$ cat src/rtl/mips_fetch_pkg.sv
// Shared types and constants for the instruction-fetch stage.
package mips_fetch_pkg;

    typedef enum logic [2:0] {
        StRst,
        StReq,
        StWait,
        StExec,
        StNext,
        StErr
    } fetch_state_e;

    localparam logic [31:0] NOP              = 32'h0000_0000;
    localparam logic [31:0] DEFAULT_RESET_PC = 32'h0000_0000;

    // Branch immediates are word offsets; scale to bytes and sign-extend.
    function automatic logic [31:0] branch_offset(input logic [15:0] imm16);
        return {{14{imm16[15]}}, imm16, 2'b00};
    endfunction

endpackage

$ cat src/rtl/fetch_unit_if.sv
// Instruction-memory read port: request/address out, ack/data back.
interface fetch_unit_if;

    logic        imem_req;
    logic [31:0] imem_addr;
    logic        imem_ack;
    logic [31:0] imem_rdata;

    modport master (
        output imem_req,
        output imem_addr,
        input  imem_ack,
        input  imem_rdata
    );

    modport slave (
        input  imem_req,
        input  imem_addr,
        output imem_ack,
        output imem_rdata
    );

endinterface

$ cat src/rtl/next_pc_calc.sv
// Combinational next-PC selection from execute feedback; jump beats branch.
module next_pc_calc
    import mips_fetch_pkg::*;
(
    input  logic [31:0] pc_i,
    input  logic        branch_i,
    input  logic        jump_i,
    input  logic        zero_i,
    input  logic [15:0] imm16_i,
    input  logic [25:0] index_i,
    output logic [31:0] next_pc_o
);

    logic [31:0] p4;

    assign p4 = pc_i + 32'd4;

    always_comb begin
        next_pc_o = p4;
        if (jump_i) begin
            next_pc_o = {p4[31:28], index_i, 2'b00};
        end else if (branch_i && zero_i) begin
            next_pc_o = p4 + branch_offset(imm16_i);
        end
    end

endmodule

$ cat src/rtl/fetch_unit.sv
// Instruction-fetch FSM: PC, instruction holding register and ack timeout.
// Optional performance counters are enabled by defining FETCH_PERF_CNT_EN.
module fetch_unit
    import mips_fetch_pkg::*;
#(
    parameter logic [31:0] RESET_PC = DEFAULT_RESET_PC,
    parameter int unsigned TO_W     = 8
) (
    input  logic               CLK,
    input  logic               RST_N,
    input  logic               branch_in,
    input  logic               jump_in,
    input  logic               zero_in,
    input  logic [15:0]        imm16_in,
    input  logic [25:0]        index_in,
    fetch_unit_if.master       imem,
    output logic [31:0]        instr,
    output logic               instr_valid,
    output logic [31:0]        pc,
    output logic               fetch_err
`ifdef FETCH_PERF_CNT_EN
    ,
    output logic [31:0]        instr_count,
    output logic [31:0]        redirect_count
`endif
);

    localparam logic [TO_W-1:0] TO_MAX = '1;

    fetch_state_e    state_q, state_d;
    logic [31:0]     pc_q, pc_d;
    logic [31:0]     instr_q, instr_d;
    logic [TO_W-1:0] to_cnt_q, to_cnt_d;
    logic [31:0]     next_pc;

    next_pc_calc u_next_pc_calc (
        .pc_i      (pc_q),
        .branch_i  (branch_in),
        .jump_i    (jump_in),
        .zero_i    (zero_in),
        .imm16_i   (imm16_in),
        .index_i   (index_in),
        .next_pc_o (next_pc)
    );

    always_ff @(posedge CLK or negedge RST_N) begin
        if (!RST_N) begin
            state_q  <= StRst;
            pc_q     <= {RESET_PC[31:2], 2'b00};
            instr_q  <= NOP;
            to_cnt_q <= '0;
        end else begin
            state_q  <= state_d;
            pc_q     <= pc_d;
            instr_q  <= instr_d;
            to_cnt_q <= to_cnt_d;
        end
    end

    always_comb begin
        state_d  = state_q;
        pc_d     = pc_q;
        instr_d  = instr_q;
        to_cnt_d = to_cnt_q;
        case (state_q)
            StRst: state_d = StReq;
            StReq: begin
                if (imem.imem_ack) begin
                    instr_d = imem.imem_rdata;
                    state_d = StExec;
                end else begin
                    to_cnt_d = '0;
                    state_d  = StWait;
                end
            end
            StWait: begin
                if (imem.imem_ack) begin
                    instr_d = imem.imem_rdata;
                    state_d = StExec;
                end else begin
                    to_cnt_d = to_cnt_q + TO_W'(1);
                    if (to_cnt_d == TO_MAX) begin
                        state_d = StErr;
                    end
                end
            end
            StExec: state_d = StNext;
            // Feedback registers settled at the EXEC negedge; safe to sample here.
            StNext: begin
                pc_d    = next_pc;
                state_d = StReq;
            end
            StErr:   state_d = StErr;
            default: state_d = StRst;
        endcase
    end

    assign imem.imem_req  = (state_q == StReq) || (state_q == StWait);
    assign imem.imem_addr = {pc_q[31:2], 2'b00};
    assign instr          = instr_q;
    assign instr_valid    = (state_q == StExec);
    assign pc             = pc_q;
    assign fetch_err      = (state_q == StErr);

`ifdef FETCH_PERF_CNT_EN
    logic [31:0] instr_cnt_q;
    logic [31:0] redirect_cnt_q;
    logic        redirect;

    assign redirect = jump_in || (branch_in && zero_in);

    always_ff @(posedge CLK or negedge RST_N) begin
        if (!RST_N) begin
            instr_cnt_q    <= '0;
            redirect_cnt_q <= '0;
        end else begin
            if (state_q == StExec) begin
                instr_cnt_q <= instr_cnt_q + 32'd1;
            end
            if ((state_q == StNext) && redirect) begin
                redirect_cnt_q <= redirect_cnt_q + 32'd1;
            end
        end
    end

    assign instr_count    = instr_cnt_q;
    assign redirect_count = redirect_cnt_q;
`endif

endmodule

$ cat src/flat_wrapper.sv
// flat-port wrapper written by rule: the top's interface ports become plain ports
module fetch_unit_flat import mips_fetch_pkg::*;
#(
    parameter logic [31:0] RESET_PC = DEFAULT_RESET_PC,
    parameter int unsigned TO_W     = 8
)
  (CLK, RST_N, branch_in, jump_in, zero_in, imm16_in, index_in, instr, instr_valid, pc, fetch_err, imem_imem_req, imem_imem_addr, imem_imem_ack, imem_imem_rdata);
  fetch_unit_if imem_i ();
  input  logic CLK;
  input  logic RST_N;
  input  logic branch_in;
  input  logic jump_in;
  input  logic zero_in;
  input  logic [15:0] imm16_in;
  input  logic [25:0] index_in;
  output logic [31:0] instr;
  output logic instr_valid;
  output logic [31:0] pc;
  output logic fetch_err;
  output wire logic [$bits(imem_i.imem_req)-1:0] imem_imem_req;
  output wire logic [$bits(imem_i.imem_addr)-1:0] imem_imem_addr;
  input wire logic [$bits(imem_i.imem_ack)-1:0] imem_imem_ack;
  input wire logic [$bits(imem_i.imem_rdata)-1:0] imem_imem_rdata;
  assign imem_imem_req = imem_i.imem_req;
  assign imem_imem_addr = imem_i.imem_addr;
  assign imem_i.imem_ack = imem_imem_ack;
  assign imem_i.imem_rdata = imem_imem_rdata;
  fetch_unit #(.RESET_PC(RESET_PC), .TO_W(TO_W)) u_core (.CLK(CLK), .RST_N(RST_N), .branch_in(branch_in), .jump_in(jump_in), .zero_in(zero_in), .imm16_in(imm16_in), .index_in(index_in), .imem(imem_i), .instr(instr), .instr_valid(instr_valid), .pc(pc), .fetch_err(fetch_err));
endmodule
$ cat config.mk
export PLATFORM = sky130hd
export DESIGN_NAME = fetch_unit_flat
export DESIGN_NICKNAME = d
export VERILOG_FILES = /design/src/rtl/mips_fetch_pkg.sv /design/src/rtl/fetch_unit_if.sv /design/src/rtl/next_pc_calc.sv /design/src/rtl/fetch_unit.sv /design/src/flat_wrapper.sv
export SDC_FILE = /design/constraint.sdc
export NUM_CORES = 1
export LEC_CHECK = 0
export CORE_MARGIN = 2
export CORE_UTILIZATION = 41
export DETAILED_ROUTE_END_ITERATION = 10
export GPL_TIMING_DRIVEN = 1
export PLACE_DENSITY_LB_ADDON = 0.12
export REMOVE_ABC_BUFFERS = 1
export SYNTH_ARGS = -nofsm -noshare
export SYNTH_HDL_FRONTEND = slang
export SYNTH_SLANG_ARGS = --single-unit
$ cat constraint.sdc
create_clock -name CLK -period 4.1 [get_ports CLK]
set_input_delay 0.82 -clock CLK [delete_from_list [all_inputs] [get_ports CLK]]
set_output_delay 0.82 -clock CLK [all_outputs]
set_load 0.01 [all_outputs]
* After elaboration in Yosys (flattened, before gate mapping) *
Index checks and enable logic that the tools add are counted.

storage, ports and cells
  flip-flop bits (word level) = 75
  latch bits = 0
  memory bits (writable) = 0
  memory bits (read-only) = 0
  input port bits = 80
  output and inout port bits = 99
  logic and storage cells = 33
  memories = 0

operators by class
  add/subtract/negate cells = 3
  multipliers = 0
  divide/modulo/power cells = 0
  $lt $le $gt $ge = 0
  equality and inequality tests = 9
  shifts and indexed selects = 0
  muxes and demuxes = 9
  bitwise logic cells = 0
  reduce and logical (&&, ||, !) cells = 8

operator list
  cell                                                    number
  two-way mux 32 bit                                      2
  adder 32 x 3 -> 32 bit (second input constant)          1
  adder 32 bit                                            1
  two-way mux 8 bit                                       2
  case mux 8 bit (2 select lines)                         1
  case mux 3 bit (5 select lines)                         1
  adder 8 x 1 -> 8 bit (second input constant)            1
  equality test 8 bit (second input constant)             1
  equality test 3 x 2 -> 1 bit (second input constant)    2
  equality test 3 bit (second input constant)             2
  two-way mux 3 bit                                       2
  inequality test 2 bit (second input constant)           2
  OR reduction 2 bit                                      2
  equality test 3 x 1 -> 1 bit (second input constant)    1
  logical NOT 3 bit                                       1
  inequality test 3 x 2 -> 1 bit (second input constant)  1
  AND reduction 3 bit                                     1
  AND reduction 2 bit                                     1
  nonzero test 2 bit                                      1
  logical AND 1 bit                                       1
  logical OR 1 bit                                        1
  two-way mux 1 bit                                       1

* Depth between registers and ports, before layout *
  depth in word-level cells = 5
  mapped depth = 18
  mapped depth without buffers = 16

* Modules after synthesis *
From an unflattened synthesis, not the netlist that was laid out.

second synthesis, totals
  cells, all modules = 667
  area, all modules = 6150.9 µm²

by module, submodules not included
  module        instances  cells an instance  area each (µm²)  sequential area each (µm²)
  fetch_unit    1          244                3278.1           1876.8
  next_pc_calc  1          423                2872.8           0.0

* Worst setup path after synthesis *
Ideal clock, no wire load.

  path type = reg-to-reg
  from = register u_core.pc_q[4] (netlist: u_core.pc[4])
  to = register u_core.pc_q[31] (netlist: u_core.pc[31])
  library setup time = 0.136 ns
  arrival time = 3.497 ns
  required time = 3.964 ns
  setup slack = 0.468 ns
  cell stages (with the launch flop) = 19
  buffers on the path = 2
  period minus slack after synthesis = 3.632 ns
  cells stage by stage = dfrtp_1 > and4_1 > and4_1 > buf_2 > nand2_1 > nor2_1 > nand3_1 > xnor2_1 > ha_1 > buf_2 > nand2_1 > o21ai_0 > or3b_2 > o2111ai_1 > nor2_1 > o21ai_0 > a21oi_1 > nor4_1 > nand3_1

between the ends
  longest elaborated chain between the ends = 4

RTL lines
  element                   RTL line            RTL
  start, declared           fetch_unit.sv:31    logic [31:0] pc_q, pc_d;
  start signal, assigned    fetch_unit.sv:49    pc_q <= {RESET_PC[31:2], 2'b00};
  start signal, assigned    fetch_unit.sv:54    pc_q <= pc_d;
  adder 32 x 3 -> 32 bit *  next_pc_calc.sv:16  assign p4 = pc_i + 32'd4;
  adder 32 bit              next_pc_calc.sv:23  next_pc_o = p4 + branch_offset(imm16_i);
  two-way mux 32 bit        next_pc_calc.sv:22  end else if (branch_i && zero_i) begin
  two-way mux 32 bit *      next_pc_calc.sv:20  if (jump_i) begin

Every way passes the cells marked *; elsewhere a longest branch is shown, timed or not.
A chain may end at the register's enable or synchronous reset.

* Worst setup path in the final report *
  from = register u_core.pc_q[7] (netlist: u_core.pc[7])
  to = register u_core.pc_q[26] (netlist: u_core.pc[26])

between the ends
  longest elaborated chain between the ends = 4

RTL lines
  element                   RTL line
  adder 32 x 3 -> 32 bit *  next_pc_calc.sv:16
  adder 32 bit              next_pc_calc.sv:23
  two-way mux 32 bit *      next_pc_calc.sv:22
  two-way mux 32 bit *      next_pc_calc.sv:20

Marks and branches as above.

==> results.sh <==
export IMPL_yosys_warnings=0
export IMPL_setup_viol=0
export IMPL_tritoncts="built"
export IMPL_cts_sinks=73
export IMPL_n_antenna_cell=0
export IMPL_area_growth_pct=35.0
export IMPL_p_leak_uw=0.00338
export IMPL_core_rowCount=44
export IMPL_synthFlopType="dfrtp_1"
export IMPL_wl_um=18400
export IMPL_drc_errors=0
export IMPL_core_area_um2=14400
export IMPL_crit_top_cell="a21o_1"
export IMPL_path_delay_family="simple AND/OR/NAND/NOR gates"
export IMPL_via_count=5780
export IMPL_drt_first_pass_iters=6
export IMPL_ys_ff_latch=73
export IMPL_clk_path_buf_depth=2
export IMPL_cp_end_kind="flip-flop"
export IMPL_drive_gt1_share_pct=11.8
export IMPL_clkTransAtPathRegs_ps=60
export IMPL_period_share_pct=94.2
export IMPL_cp_buffers_inverters=0
export IMPL_arrival_ps=4120
export IMPL_clock_skew_ps=8.39
export IMPL_synth_edf_count=0
export IMPL_slowest_stage="or3b_2"
export IMPL_htreeDepth=3
export IMPL_finalMaxSlewViolations=0
export IMPL_final_antenna_net_count=0
export IMPL_run_status="completed"
export IMPL_path_class="reg -> reg"
export IMPL_max_clock_freq_ghz=0.259
export IMPL_syn_inst=704
export IMPL_final_hold_violation_count=0
export IMPL_die_area_um2=15600
export IMPL_power_total_uw=6040
export IMPL_synthArstFlopShare_pct=100
export IMPL_grt_first_pass_wirelength_um=30100
export IMPL_dp_worst_setup_slack_ps=-89.4
export IMPL_grt_overflow=0
export IMPL_die_w_um=125
export IMPL_dpl_hpwl_um=13800
export IMPL_first_global_vias=5826
export IMPL_place_area_um2=7770
export IMPL_cts_root_buf="clkbuf_16"
export IMPL_routabilityCongestion=0.915
export IMPL_final_area_um2=8080
export IMPL_period_needed_ps=3860
export IMPL_worst_ep_required_time_ps=4360
export IMPL_relSlewSlack_pct=35.8
export IMPL_final_nets=972
export IMPL_vias_per_cell=5.55
export IMPL_final_common_cell="clkdlybuf4s50_1"
export IMPL_portBuffers=174
export IMPL_yosysUniqueCellTypes=63
export IMPL_start_kind="flip-flop"
export IMPL_rsz0062_at_grt="false"
export IMPL_floorplan_io_pins=179
export IMPL_die_h_um=125
export IMPL_syn_avg_cell_area_um2=8.50
export IMPL_cts_inserted_buffers=9
export IMPL_crit_chain="and4_1, and4_2, nand3_2, nor2_4, nand3_1, xnor2_2, ha_1, a21o_1, a21o_1, a21oi_1, or3b_2, o21ai_1, xnor2_1, nand2_1, a31oi_1"
export IMPL_tightest_slew_ps=963
export IMPL_grt_max_degree=74
export IMPL_clkLatencyLatePin_ps=340
export IMPL_final_util_pct=56.2
export IMPL_hold_path_class="reg -> reg"
export IMPL_seq_area_frac_synth_pct=30.5
export IMPL_layout_common_cells="clkdlybuf4s50_1, nand2_1, dfrtp_1"
export IMPL_peakVddDrop_v=0.000312
export IMPL_syn_area_um2=5980
export IMPL_path_max_fanout=5
export IMPL_initial_utilization_pct=41.6
export IMPL_drt_iter0_markers=367
export IMPL_wire_per_inst_um=17.7
export IMPL_grt_usage_pct=23.8
export IMPL_setup_ws_ps=236
export IMPL_cap_violations=0
export IMPL_cts_hold_fix_buffers=0
export IMPL_pwr_density_cell_nw_per_um2=748
export IMPL_antenna_found_initial=0
export IMPL_cpPeakStageDelay_ps=460
export IMPL_fillers=1324
worst paths after layout:
| check | slack [ps] | depth (start not counted) | to | start |
|---|---|---|---|---|
| setup reg to reg | 240 | 15 | u_core.pc[26] | u_core.pc[7] |
| max in group asynchronous | 2790 | 1 | u_core.pc[5] | RST_N |
| min in group asynchronous | 630 | 1 | u_core.instr[10] | RST_N |
| hold / removal | 500 | 1 | u_core.instr[5] | u_core.instr[5] |
| setup / recovery | 240 | 15 | u_core.pc[26] | u_core.pc[7] |
| hold reg to reg | 500 | 1 | u_core.instr[5] | u_core.instr[5] |
through the flow:
step                      hold WS, ps  std cells  setup TNS (ps)
final                             503       1041               0
after global routing              522       1041               0
after floorplan                   485        642               0
after detailed placement          494       1024            -110
after global placement            488       1024               0
after CTS                         509       1040               0
Yosys cell counts (all sizes together), types with 3 or more instances:
cell type,n,area [µm²]
a221oi,4,47.6
and4,5,43.8
and3,14,87.6
buf,41,288
nand3b,4,30.0
dfrtp,73,1830
xor2,20,175
or3,8,50.1
or3b,3,26.3
ha,39,488
nor2b,4,25.0
a31o,4,35.0
a31oi,9,62.6
a21oi,45,233
nand3,32,165
nor3,10,50.1
o2111ai,3,26.3
nand2b,7,43.8
nand4,10,62.6
clkbuf,24,90.1
nor2,56,218
o21ai,60,304
xnor2,30,263
mux2,34,387
and2,6,37.5
inv,11,41.3
o22ai,3,18.8
a21o,21,158
nor4,3,18.8
o211ai,9,72.6
o21a,4,30.0
nand2,74,278
a211oi,9,67.6
power breakdown:
group / switching [µW] / internal [µW] / total [µW] / leakage, µW
Clock: 337 / 411 / 748 / 0.000129
Sequential: 365 / 1050 / 1420 / 0.000873
Combinational: 1870 / 2010 / 3880 / 0.00238
Total: 2570 / 3470 / 6040 / 0.00338
layer usage:
layer	global-route usage [%]	share of wire [%]
met3	4.08	5.4
met2	40.6	49
met4	6.48	1.2
met1	31.2	44
met5	0	0
sequential cells by signal (all words and copies together) (netlist names):
register / count
u_core.instr: 32
u_core.pc: 30
u_core.to_cnt_q: 8
u_core.state_q: 3
cell families after synthesis:
group	count (synthesis)	synth area share, %
AND/OR/NAND/NOR	240	19.5
multiplexers	36	6.80
XOR/XNOR	50	7.32
other	1	0.0627
AO/OA/AOI/OAI	188	20.2
adder cells (fa/ha/maj)	40	8.49
flip-flops	73	30.5
buffers and inverters	76	7.01
cell type report:
type | instances | area (µm²) | area share [%]
clock buffers | 10 | 229 | 2.84
clock inverters | 6 | 42.5 | 0.527
inverters | 11 | 41.3 | 0.511
multi-input cells | 558 | 3780 | 46.8
flip-flops and latches | 73 | 1830 | 22.7
well taps | 184 | 230 | 2.85
repair buffers | 199 | 1930 | 23.9
worst reg2reg max path, delay by kind of cell (launching register included):
family                     cells  cell delay (ps)
AOI/OAI and AO/OA              5              910
adders and majority gates      1              320
DFF                            1              440
and+or+nand+nor                7             1730
xor gates and xnor gates       2              380
timing repair:
item                       in CTS  in global routing
pin swaps                       1                  1
setup endpoints to repair       3                  4
gates resized for setup         1                 10
hold endpoints to repair        0                  0
setup buffers                   0                  1
Power figures use the tool's default switching activity.
